[config.mk]
export PLATFORM = sky130hd
export DESIGN_NAME = id_operand_fetch_flat
export DESIGN_NICKNAME = d
export VERILOG_FILES = /design/src/rtl/id_operand_fetch_pkg.sv /design/src/rtl/id_operand_fetch_if.sv /design/src/rtl/id_operand_fetch_scoreboard.sv /design/src/rtl/id_operand_fetch.sv /design/src/flat_wrapper.sv
export SDC_FILE = /design/constraint.sdc
export NUM_CORES = 1
export LEC_CHECK = 0
export BUFFER_PORTS_ARGS = -buffer_cell sky130_fd_sc_hd__buf_2
export CORE_MARGIN = 3
export CORE_UTILIZATION = 55
export CTS_CLUSTER_SIZE = 25
export DETAILED_ROUTE_END_ITERATION = 10
export PLACE_DENSITY = 0.87
export SYNTH_ARGS = -nofsm -noshare
export SYNTH_HDL_FRONTEND = slang
export SYNTH_SLANG_ARGS = --single-unit
[constraint.sdc]
create_clock -name clk -period 9.8 [get_ports clk]
set_input_delay 2.45 -clock clk [delete_from_list [all_inputs] [get_ports clk]]
set_output_delay 2.45 -clock clk [all_outputs]
set_load 0.01 [all_outputs]
[src/rtl/id_operand_fetch_pkg.sv]
// ---------------------------------------------------------------------------
// id_operand_fetch_pkg
//
// Shared constants and types for the decode-stage operand fetch slice.
//   XLEN     : operand / writeback data width
//   NREGS    : number of architectural registers
//   AW       : register address width
//   REG_ZERO : index of the hard-wired zero register
//   reg_addr_t, xword_t : address and data word types
//   select_operand()    : zero / writeback-bypass / register-file operand mux
// ---------------------------------------------------------------------------
package id_operand_fetch_pkg;

  localparam int XLEN  = 32;
  localparam int NREGS = 32;
  localparam int AW    = 5;

  typedef logic [AW-1:0]   reg_addr_t;
  typedef logic [XLEN-1:0] xword_t;

  localparam reg_addr_t REG_ZERO = '0;

  // x0 always reads as zero. A writeback landing this cycle must be
  // forwarded, because the register file writes on the falling edge and its
  // read data does not re-evaluate when the stored value changes.
  function automatic xword_t select_operand(
    input reg_addr_t rs,
    input logic      wb_valid,
    input reg_addr_t wb_rd,
    input xword_t    wb_data,
    input xword_t    rf_data
  );
    xword_t result;
    if (rs == REG_ZERO) begin
      result = '0;
    end else if (wb_valid && (wb_rd == rs)) begin
      result = wb_data;
    end else begin
      result = rf_data;
    end
    return result;
  endfunction

endpackage

[src/rtl/id_operand_fetch_if.sv]
// ---------------------------------------------------------------------------
// id_operand_fetch_if
//
// Bundles every bus of the operand fetch stage:
//   decode side   : in_valid/in_ready, in_rs1, in_rs2, in_rd, in_rd_wen
//   regfile reads : readregA/readregB out, readdataA/readdataB in
//   writeback     : wb_valid, wb_rd, wb_data in; writereg, writedata,
//                   RegWrite out to the register file
//   EX side       : flush, out_valid/out_ready, out_rs1_data, out_rs2_data,
//                   out_rd, out_rd_wen
// Modports:
//   master : the operand fetch stage itself
//   slave  : the surrounding pipeline / register file / testbench
// ---------------------------------------------------------------------------
interface id_operand_fetch_if;
  import id_operand_fetch_pkg::*;

  logic      in_valid;
  logic      in_ready;
  reg_addr_t in_rs1;
  reg_addr_t in_rs2;
  reg_addr_t in_rd;
  logic      in_rd_wen;

  reg_addr_t readregA;
  reg_addr_t readregB;
  xword_t    readdataA;
  xword_t    readdataB;

  logic      wb_valid;
  reg_addr_t wb_rd;
  xword_t    wb_data;
  reg_addr_t writereg;
  xword_t    writedata;
  logic      RegWrite;

  logic      flush;
  logic      out_valid;
  logic      out_ready;
  xword_t    out_rs1_data;
  xword_t    out_rs2_data;
  reg_addr_t out_rd;
  logic      out_rd_wen;

  modport master (
    input  in_valid, in_rs1, in_rs2, in_rd, in_rd_wen,
    output in_ready,
    output readregA, readregB,
    input  readdataA, readdataB,
    input  wb_valid, wb_rd, wb_data,
    output writereg, writedata, RegWrite,
    input  flush, out_ready,
    output out_valid, out_rs1_data, out_rs2_data, out_rd, out_rd_wen
  );

  modport slave (
    output in_valid, in_rs1, in_rs2, in_rd, in_rd_wen,
    input  in_ready,
    input  readregA, readregB,
    output readdataA, readdataB,
    output wb_valid, wb_rd, wb_data,
    input  writereg, writedata, RegWrite,
    output flush, out_ready,
    input  out_valid, out_rs1_data, out_rs2_data, out_rd, out_rd_wen
  );

endinterface

[src/rtl/id_operand_fetch_scoreboard.sv]
// ---------------------------------------------------------------------------
// opf_scoreboard
//
// One pending bit per architectural register, marking registers that have
// an issued writer whose result has not yet come back on writeback.
// Ports:
//   clk, rst          : clock, synchronous active-high reset
//   wb_valid, wb_rd   : writeback clears the bit and hides it from busy()
//   kill_en, kill_idx : clear for an instruction killed in the output register
//   set_en, set_idx   : newly issued writer
//   q_rs1/q_rs2/q_rd  : three busy() lookups
//   busy_rs1/2/rd     : lookup results (x0 never busy)
// ---------------------------------------------------------------------------
module opf_scoreboard
  import id_operand_fetch_pkg::*;
(
  input  logic      clk,
  input  logic      rst,
  input  logic      wb_valid,
  input  reg_addr_t wb_rd,
  input  logic      kill_en,
  input  reg_addr_t kill_idx,
  input  logic      set_en,
  input  reg_addr_t set_idx,
  input  reg_addr_t q_rs1,
  input  reg_addr_t q_rs2,
  input  reg_addr_t q_rd,
  output logic      busy_rs1,
  output logic      busy_rs2,
  output logic      busy_rd
);

  logic [NREGS-1:0] sb_q;
  logic [NREGS-1:0] sb_d;

  // A register whose writeback arrives this cycle is no longer busy: its
  // value is available through the bypass path.
  function automatic logic is_busy(input logic [NREGS-1:0] sb, input reg_addr_t r,
                                   input logic wv, input reg_addr_t wr);
    return (r != REG_ZERO) && sb[r] && !(wv && (wr == r));
  endfunction

  always_comb begin
    busy_rs1 = is_busy(sb_q, q_rs1, wb_valid, wb_rd);
    busy_rs2 = is_busy(sb_q, q_rs2, wb_valid, wb_rd);
    busy_rd  = is_busy(sb_q, q_rd,  wb_valid, wb_rd);
  end

  // Clears first, then the set, so a new writer wins over a same-cycle
  // clear of the same register.
  always_comb begin
    sb_d = sb_q;
    if (wb_valid) begin
      sb_d[wb_rd] = 1'b0;
    end
    if (kill_en) begin
      sb_d[kill_idx] = 1'b0;
    end
    if (set_en) begin
      sb_d[set_idx] = 1'b1;
    end
    sb_d[REG_ZERO] = 1'b0;
  end

  always_ff @(posedge clk) begin
    if (rst) begin
      sb_q <= '0;
    end else begin
      sb_q <= sb_d;
    end
  end

endmodule

[src/rtl/id_operand_fetch.sv]
// ---------------------------------------------------------------------------
// id_operand_fetch
//
// Decode-stage operand fetch for a 2-read/1-write register file. Drives the
// read addresses, bypasses same-cycle writeback data, stalls on RAW/WAW
// hazards using a pending-register scoreboard, and presents operands to EX
// through a 1-entry valid/ready output register. Also forwards the
// writeback bus to the register-file write port.
// Ports:
//   clk, rst  : clock, synchronous active-high reset
//   bus       : id_operand_fetch_if.master (decode, regfile, writeback, EX)
//   stall_cnt : 32-bit saturating count of cycles with in_valid && hazard,
//               present only when OPFETCH_STALL_CNT_EN is defined
// ---------------------------------------------------------------------------
module id_operand_fetch
  import id_operand_fetch_pkg::*;
(
  input  logic               clk,
  input  logic               rst,
  id_operand_fetch_if.master bus
`ifdef OPFETCH_STALL_CNT_EN
  ,
  output logic [31:0]        stall_cnt
`endif
);

  logic      busy_rs1;
  logic      busy_rs2;
  logic      busy_rd;
  logic      hazard;
  logic      in_ready;
  logic      issue;
  logic      sb_set_en;
  logic      sb_kill_en;
  xword_t    op1;
  xword_t    op2;

  logic      out_valid_q,    out_valid_d;
  xword_t    out_rs1_data_q, out_rs1_data_d;
  xword_t    out_rs2_data_q, out_rs2_data_d;
  reg_addr_t out_rd_q,       out_rd_d;
  logic      out_rd_wen_q,   out_rd_wen_d;

  assign bus.readregA  = bus.in_rs1;
  assign bus.readregB  = bus.in_rs2;
  assign bus.writereg  = bus.wb_rd;
  assign bus.writedata = bus.wb_data;
  assign bus.RegWrite  = bus.wb_valid && (bus.wb_rd != REG_ZERO);

  opf_scoreboard u_scoreboard (
    .clk      (clk),
    .rst      (rst),
    .wb_valid (bus.wb_valid),
    .wb_rd    (bus.wb_rd),
    .kill_en  (sb_kill_en),
    .kill_idx (out_rd_q),
    .set_en   (sb_set_en),
    .set_idx  (bus.in_rd),
    .q_rs1    (bus.in_rs1),
    .q_rs2    (bus.in_rs2),
    .q_rd     (bus.in_rd),
    .busy_rs1 (busy_rs1),
    .busy_rs2 (busy_rs2),
    .busy_rd  (busy_rd)
  );

  // Hazard detection and handshake. The WAW term keeps at most one
  // outstanding writer per register, so one pending bit is enough.
  always_comb begin
    hazard     = busy_rs1 || busy_rs2 || (bus.in_rd_wen && busy_rd);
    in_ready   = (!out_valid_q || bus.out_ready) && !hazard && !bus.flush;
    issue      = bus.in_valid && in_ready;
    sb_set_en  = issue && bus.in_rd_wen && (bus.in_rd != REG_ZERO);
    sb_kill_en = bus.flush && out_valid_q && out_rd_wen_q;
    op1 = select_operand(bus.in_rs1, bus.wb_valid, bus.wb_rd, bus.wb_data, bus.readdataA);
    op2 = select_operand(bus.in_rs2, bus.wb_valid, bus.wb_rd, bus.wb_data, bus.readdataB);
  end

  // Output register: flush kills the held entry, an issue loads a new one,
  // and otherwise a consumed entry drains. Fields hold under backpressure.
  always_comb begin
    out_valid_d    = out_valid_q;
    out_rs1_data_d = out_rs1_data_q;
    out_rs2_data_d = out_rs2_data_q;
    out_rd_d       = out_rd_q;
    out_rd_wen_d   = out_rd_wen_q;
    if (bus.flush) begin
      out_valid_d = 1'b0;
    end else if (issue) begin
      out_valid_d    = 1'b1;
      out_rs1_data_d = op1;
      out_rs2_data_d = op2;
      out_rd_d       = bus.in_rd;
      out_rd_wen_d   = bus.in_rd_wen;
    end else if (bus.out_ready) begin
      out_valid_d = 1'b0;
    end
  end

  always_ff @(posedge clk) begin
    if (rst) begin
      out_valid_q    <= 1'b0;
      out_rs1_data_q <= '0;
      out_rs2_data_q <= '0;
      out_rd_q       <= '0;
      out_rd_wen_q   <= 1'b0;
    end else begin
      out_valid_q    <= out_valid_d;
      out_rs1_data_q <= out_rs1_data_d;
      out_rs2_data_q <= out_rs2_data_d;
      out_rd_q       <= out_rd_d;
      out_rd_wen_q   <= out_rd_wen_d;
    end
  end

  assign bus.in_ready     = in_ready;
  assign bus.out_valid    = out_valid_q;
  assign bus.out_rs1_data = out_rs1_data_q;
  assign bus.out_rs2_data = out_rs2_data_q;
  assign bus.out_rd       = out_rd_q;
  assign bus.out_rd_wen   = out_rd_wen_q;

`ifdef OPFETCH_STALL_CNT_EN
  logic [31:0] stall_cnt_q, stall_cnt_d;

  // Saturating count of cycles where a valid instruction waits on a hazard.
  always_comb begin
    stall_cnt_d = stall_cnt_q;
    if (bus.in_valid && hazard && (stall_cnt_q != 32'hFFFF_FFFF)) begin
      stall_cnt_d = stall_cnt_q + 32'd1;
    end
  end

  always_ff @(posedge clk) begin
    if (rst) begin
      stall_cnt_q <= '0;
    end else begin
      stall_cnt_q <= stall_cnt_d;
    end
  end

  assign stall_cnt = stall_cnt_q;
`endif

endmodule

[src/flat_wrapper.sv]
// flat-port wrapper written by rule: the top's interface ports become plain ports
module id_operand_fetch_flat import id_operand_fetch_pkg::*;
  (clk, rst, bus_in_valid, bus_in_rs1, bus_in_rs2, bus_in_rd, bus_in_rd_wen, bus_in_ready, bus_readregA, bus_readregB, bus_readdataA, bus_readdataB, bus_wb_valid, bus_wb_rd, bus_wb_data, bus_writereg, bus_writedata, bus_RegWrite, bus_flush, bus_out_ready, bus_out_valid, bus_out_rs1_data, bus_out_rs2_data, bus_out_rd, bus_out_rd_wen);
  id_operand_fetch_if bus_i ();
  input  logic clk;
  input  logic rst;
  input wire logic [$bits(bus_i.in_valid)-1:0] bus_in_valid;
  input wire logic [$bits(bus_i.in_rs1)-1:0] bus_in_rs1;
  input wire logic [$bits(bus_i.in_rs2)-1:0] bus_in_rs2;
  input wire logic [$bits(bus_i.in_rd)-1:0] bus_in_rd;
  input wire logic [$bits(bus_i.in_rd_wen)-1:0] bus_in_rd_wen;
  output wire logic [$bits(bus_i.in_ready)-1:0] bus_in_ready;
  output wire logic [$bits(bus_i.readregA)-1:0] bus_readregA;
  output wire logic [$bits(bus_i.readregB)-1:0] bus_readregB;
  input wire logic [$bits(bus_i.readdataA)-1:0] bus_readdataA;
  input wire logic [$bits(bus_i.readdataB)-1:0] bus_readdataB;
  input wire logic [$bits(bus_i.wb_valid)-1:0] bus_wb_valid;
  input wire logic [$bits(bus_i.wb_rd)-1:0] bus_wb_rd;
  input wire logic [$bits(bus_i.wb_data)-1:0] bus_wb_data;
  output wire logic [$bits(bus_i.writereg)-1:0] bus_writereg;
  output wire logic [$bits(bus_i.writedata)-1:0] bus_writedata;
  output wire logic [$bits(bus_i.RegWrite)-1:0] bus_RegWrite;
  input wire logic [$bits(bus_i.flush)-1:0] bus_flush;
  input wire logic [$bits(bus_i.out_ready)-1:0] bus_out_ready;
  output wire logic [$bits(bus_i.out_valid)-1:0] bus_out_valid;
  output wire logic [$bits(bus_i.out_rs1_data)-1:0] bus_out_rs1_data;
  output wire logic [$bits(bus_i.out_rs2_data)-1:0] bus_out_rs2_data;
  output wire logic [$bits(bus_i.out_rd)-1:0] bus_out_rd;
  output wire logic [$bits(bus_i.out_rd_wen)-1:0] bus_out_rd_wen;
  assign bus_i.in_valid = bus_in_valid;
  assign bus_i.in_rs1 = bus_in_rs1;
  assign bus_i.in_rs2 = bus_in_rs2;
  assign bus_i.in_rd = bus_in_rd;
  assign bus_i.in_rd_wen = bus_in_rd_wen;
  assign bus_in_ready = bus_i.in_ready;
  assign bus_readregA = bus_i.readregA;
  assign bus_readregB = bus_i.readregB;
  assign bus_i.readdataA = bus_readdataA;
  assign bus_i.readdataB = bus_readdataB;
  assign bus_i.wb_valid = bus_wb_valid;
  assign bus_i.wb_rd = bus_wb_rd;
  assign bus_i.wb_data = bus_wb_data;
  assign bus_writereg = bus_i.writereg;
  assign bus_writedata = bus_i.writedata;
  assign bus_RegWrite = bus_i.RegWrite;
  assign bus_i.flush = bus_flush;
  assign bus_i.out_ready = bus_out_ready;
  assign bus_out_valid = bus_i.out_valid;
  assign bus_out_rs1_data = bus_i.out_rs1_data;
  assign bus_out_rs2_data = bus_i.out_rs2_data;
  assign bus_out_rd = bus_i.out_rd;
  assign bus_out_rd_wen = bus_i.out_rd_wen;
  id_operand_fetch u_core (.clk(clk), .rst(rst), .bus(bus_i));
endmodule
; ---- Yosys cells after proc, flatten, opt, wreduce, memory -nomap -nowiden
; Cells that the tools add are included.
[totals]
romBits = 0
out_inout_bits = 120
latch_bits = 0
elab_cells = 84
regBits = 103
in_bits = 123
ram_bits = 0
mem_count = 0
[classes]
bitwise_logic = 6
multipliers = 0
div_mod_pow = 0
mux = 21
reduce_logical = 39
n_lt_le_gt_ge = 8
addsub = 0
n_eq_ne = 3
shifts = 0
[ops]
columns = cell, n
row1 = $mux 32, 7
row2 = $and 32x32->32, 2
row3 = $not 32->32, 2
row4 = $or 32x32->32, 1
row5 = $lt 5x6->1 const B, 5
row6 = $logic_and 1x1->1, 21
row7 = $reduce_bool 5->1, 4
row8 = $bmux 1 s5, 3
row9 = $demux 1 s5, 3
row10 = $eq 5x5->1, 3
row11 = $ge 5x1->1 const B, 3
row12 = $logic_not 5->1, 2
row13 = $mux 1, 8
row14 = $logic_not 1->1, 6
row15 = $logic_or 1x1->1, 3
row16 = $reduce_and 2->1, 1
row17 = $reduce_bool 2->1, 1
row18 = $reduce_or 2->1, 1
row19 = $not 1->1, 1

; ---- Depth between registers and ports, before layout
[logic_depth]
depth_word = 13
depth_mapped = 11
depth_no_buf = 7

; ---- Hierarchy
; A second synthesis with hierarchy kept.
[unflattened]
hier_cells = 760
area_unflattened_um2 = 6550.0
[by_module_without_submodules]
columns = module, seq_area_each_um2, cells_each, area_each_um2, instances
row1 = id_operand_fetch, 1421.4, 484, 4003.8, 1
row2 = opf_scoreboard, 620.6, 276, 2546.2, 1

; ---- Worst setup path before layout
; OpenSTA, ideal clock, no wires.
[synth_timing]
kind = in2out
from = in bus_in_rd[0]
to = out bus_in_ready
n_path_buf = 2
path_slack_ns = 3.081
required_ns = 7.350
t_arrival_ns = 4.269
stages = 8
cell_sequence = buf_2 mux4_2 a32o_1 nor3_1 nand3_1 a32o_2 clkbuf_1 nor2_1
[synth_between]
elab_chain_len = 9
word_cells_on_any_way = 13
classes_between = eq/ne (1) / mux (2) / reduce/logical (10)
[synth_rtl]
columns = item, line
row1 = "start, declared", flat_wrapper.sv:10  ; input wire logic [$bits(bus_i.in_rd)-1:0] bus_in_rd;
row2 = $bmux 1 s5 / $eq 5x5->1 (equally long branches), id_operand_fetch_scoreboard.sv:40  ; return (r != REG_ZERO) && sb[r] && !(wv && (wr == r));
row3 = $mux 1 (implied by the code) / $logic_and 1x1->1 (equally long branches), id_operand_fetch_scoreboard.sv:40
row4 = $logic_and 1x1->1 / $logic_not 1->1 (equally long branches), id_operand_fetch_scoreboard.sv:40
row5 = $logic_and 1x1->1 (*), id_operand_fetch_scoreboard.sv:40
row6 = $logic_and 1x1->1 (*), id_operand_fetch.sv:70  ; hazard = busy_rs1 || busy_rs2 || (bus.in_rd_wen && busy_rd);
row7 = $logic_or 1x1->1 (*), id_operand_fetch.sv:70
row8 = $logic_not 1->1 (*), id_operand_fetch.sv:71  ; in_ready = (!out_valid_q || bus.out_ready) && !hazard && !bus.flush;
row9 = $logic_and 1x1->1 (*) (2 in series), id_operand_fetch.sv:71
row10 = "end, declared", flat_wrapper.sv:12  ; output wire logic [$bits(bus_i.in_ready)-1:0] bus_in_ready;
; Every way passes the cells marked *; elsewhere a longest branch is shown, timed or not. The select of a mux whose other input is x is not followed.

; ---- Worst setup path after layout
[layout_timing]
from = in bus_in_rd[4]
to = out bus_in_ready
; The elaborated chain is that of the path after synthesis.

==> flow_metrics.tcl <==
set metrics [dict create \
    fp.dieH_um 117.2 \
    worst_slack_ps 2729 \
    cp-end-kind "primary output" \
    yosys_warnings 0 \
    synth.distinct_cells 47 \
    vias_per_cell 6.187 \
    hold_buffers 0 \
    grt_antenna_before_repair 0 \
    grt_pass1_vias 6074 \
    postRouteWirelength_mm 21.68 \
    synthFlopType "dfxtp_1" \
    std_cell_rows 39 \
    hold_start "u_core.bus.out_valid" \
    cts_made_buffers 9 \
    syn_nets 878 \
    synth-xor-area-share_pct 1.932 \
    ant_nets 0 \
    wl_per_cell_um 20.59 \
    cp_max_fo 21 \
    synth_top_area_share_pct 30.02 \
    die_w_um 117.2 \
    peakVddDrop_mv 0.09826 \
    core_area_um2 11760 \
    grt_start_max_net_pins 79 \
    synth-compound-area-share_pct 22.74 \
    netlist_top_cells_area "dfxtp_1 (30%), mux2i_1 (10%), nor2b_1 (9.7%)" \
    postSynthCellCount 755 \
    synth-edff-count 0 \
    placed_area_um2 7547 \
    critPathArrivalTime_ps 4620 \
    synth_top_family_by_area "compound AO/OA/AOI/OAI gates" \
    min_period_ps 7071 \
    track_usage_pct 30.27 \
    drt-pass1-iter-count 5 \
    nets 1008 \
    postCtsSetupBuffers 0 \
    status "finished, final reports clean" \
    grt_overflow_total 0 \
    synthSimpleGateAreaFrac_pct 16.91 \
    r2r_cells 9 \
    portBuffers 242 \
    synth_adder_area_share_pct 0 \
    ys_seq_area_share_pct 30.02 \
    finalHoldViolations 0 \
    grt_first_pass_wirelength_mm 32.35 \
    design_area_um2 7823 \
    dpl.hpwl_mm 15.16 \
    ys_ff_latch 102 \
    yosys-top-cells-count "nor2b_1 (106), dfxtp_1 (102), o31ai_1 (73), o21ai_0 (72), mux2i_1 (71)" \
    cts_tree "yes" \
    cts_buffer_depth 2 \
    pwr-share-comb_pct 18.6 \
    reg2reg_to "u_core.u_scoreboard.sb_q[1]" \
    holdPathStages 2 \
    seqPwrFrac_pct 45.6 \
    seq_area_um2 2042 \
    ctsResizeCount 0 \
    worst_slew_pin_slew_ps 1001 \
    hp-class "reg -> reg" \
    cts_max_level 3 \
    path_clk_slew_ps 70 \
    drive_above_1_share_pct 33.41 \
    syn_area_per_cell_um2 9.009 \
    synth_mux_area_share_pct 17.40 \
    synth_area_leader_cell "dfxtp_1" \
    min_period_over_period_pct 72.16 \
    rrSetupSlack_ps 6160 \
    drtIter0Drc 797 \
    async_reset_ff_share_pct 0 \
    cts_sinks 102 \
    timing.setup.tns_ps 0 \
    intPower_uw 670.7 \
    drcViolationCount 0 \
    place_congestion 0.9836 \
    cp.required_ps 7350 \
    startpoint_type "input port" \
    insertedDiodeCount 0 \
    maxCapViolations 0 \
    clock_latency_ps 350 \
    reg2reg_from "u_core.u_scoreboard.sb_q[5]" \
    dieArea_um2 13740 \
    io_pins 243 \
    maxSlewViolCount 0 \
    rsz0062_at_grt "no" \
    hold_path_end "u_core.bus.out_valid" \
    powerDensity_nw_per_um2 121.5 \
    start_util_pct 57.84 \
    multi_input_area_um2 4030 \
    yosysMostFrequentCell "nor2b_1" \
    p_sw_share_pct 29.46 \
    num-fill-cells 999 \
    path_class "in -> out" \
    via_count 6515 \
    fin_skew_ps 11.34 \
    finalSetupViolations 0 \
    syn_area_um2 6802 \
    fmax_mhz 141.4 \
    p_clk_share_pct 35.8 \
    area_growth_syn_to_layout_pct 15.01 \
    p_sw_uw 280.1 \
    cts.root.buffer_cell "clkbuf_16" \
    place_ws_ps 2744 \
    slew_headroom_pct 33.29 \
    p_leak_uw 0.003112 \
]
cells by family after synthesis:
group           after synthesis
xor+xnor                     15
compound gates              221
flops                       102
mux                          94
simple gates                190
buf+inv                     133
layout make-up:
class	count	area share, %
clock buffers	10	3.055
clock inverters	5	0.4639
inverters	5	0.2399
multi-input cells	520	51.52
flip-flops and latches	102	26.10
well taps	164	2.623
repair buffers	247	15.99
critical path: stages:
cell	delay, ps
buf_2	170
or3_1	510
o31ai_4	770
a31oi_1	140
a32o_2	300
nor2_1	100
buf_2	170
through the flow:
stage	hold slack [ps]	std cells	power [uW]	utilization, %
final	509.3	1053	950.8	66.52
after global routing	549.0	1053	990.1	66.52
after CTS	518.5	1053	952.3	66.52
after detailed placement	508.9	1038	617.7	64.18
after global placement	506.4	1038	615.8	64.18
after floorplan	519.6	755	558.7	-
worst max path at each step:
stage          slack, ps          from  cells after the start           end
2_1_floorplan       3080  bus_in_rd[0]                      8  bus_in_ready
6_report            2730  bus_in_rd[4]                      7  bus_in_ready
3_5_place_dp        2740  bus_in_rd[4]                      7  bus_in_ready
3_3_place_gp        2800  bus_in_rd[4]                      7  bus_in_ready
5_1_grt             2650  bus_in_rd[4]                      7  bus_in_ready
4_1_cts             2740  bus_in_rd[4]                      7  bus_in_ready
cell usage in the layout, fill, tap and decap left out, types with 4 or more instances in the layout:
cell type and instances:
buf_2 241, nor2b_1 106, dfxtp_1 102, o21ai_0 72
o31ai_1 72, mux2i_1 71, o221ai_1 31, o41ai_1 22
mux4_2 19, nand2_1 14, nand3b_1 13, nor2_1 12
xor2_1 12, nand2b_1 11, nand3_1 9, clkbuf_16 9
buf_4 6, inv_1 5, or3_1 5, o21ai_1 5
mux2_2 4, a31oi_1 4
layer usage:
layer  routed length (um)  vias to the layer above  global-route usage, %
met5                    0                        -                      0
met4                  670                        0                  12.54
met3                 2229                       55                  7.404
met2                10270                      378                  48.00
met1                 8507                     3053                  39.52
li1                     -                     3029                      -
sequential cells by signal, indices dropped and copies added (netlist names):
register,cells
u_core.u_scoreboard.sb_q,31
u_core.bus.out_rd_wen,1
u_core.bus.out_valid,1
u_core.bus.out_rd,5
u_core.bus.out_rs1_data,32
u_core.bus.out_rs2_data,32
power groups by stage:
stage               logic [uW]  clock network (uW)  registers, uW
floorplan                  111                   0            448
global placement           173                   0            443
detailed placement         175                   0            443
CTS                        175                 343            434
global route               191                 364            435
finish                     177                 340            434
No activity file was read; power rests on OpenSTA's default activity.
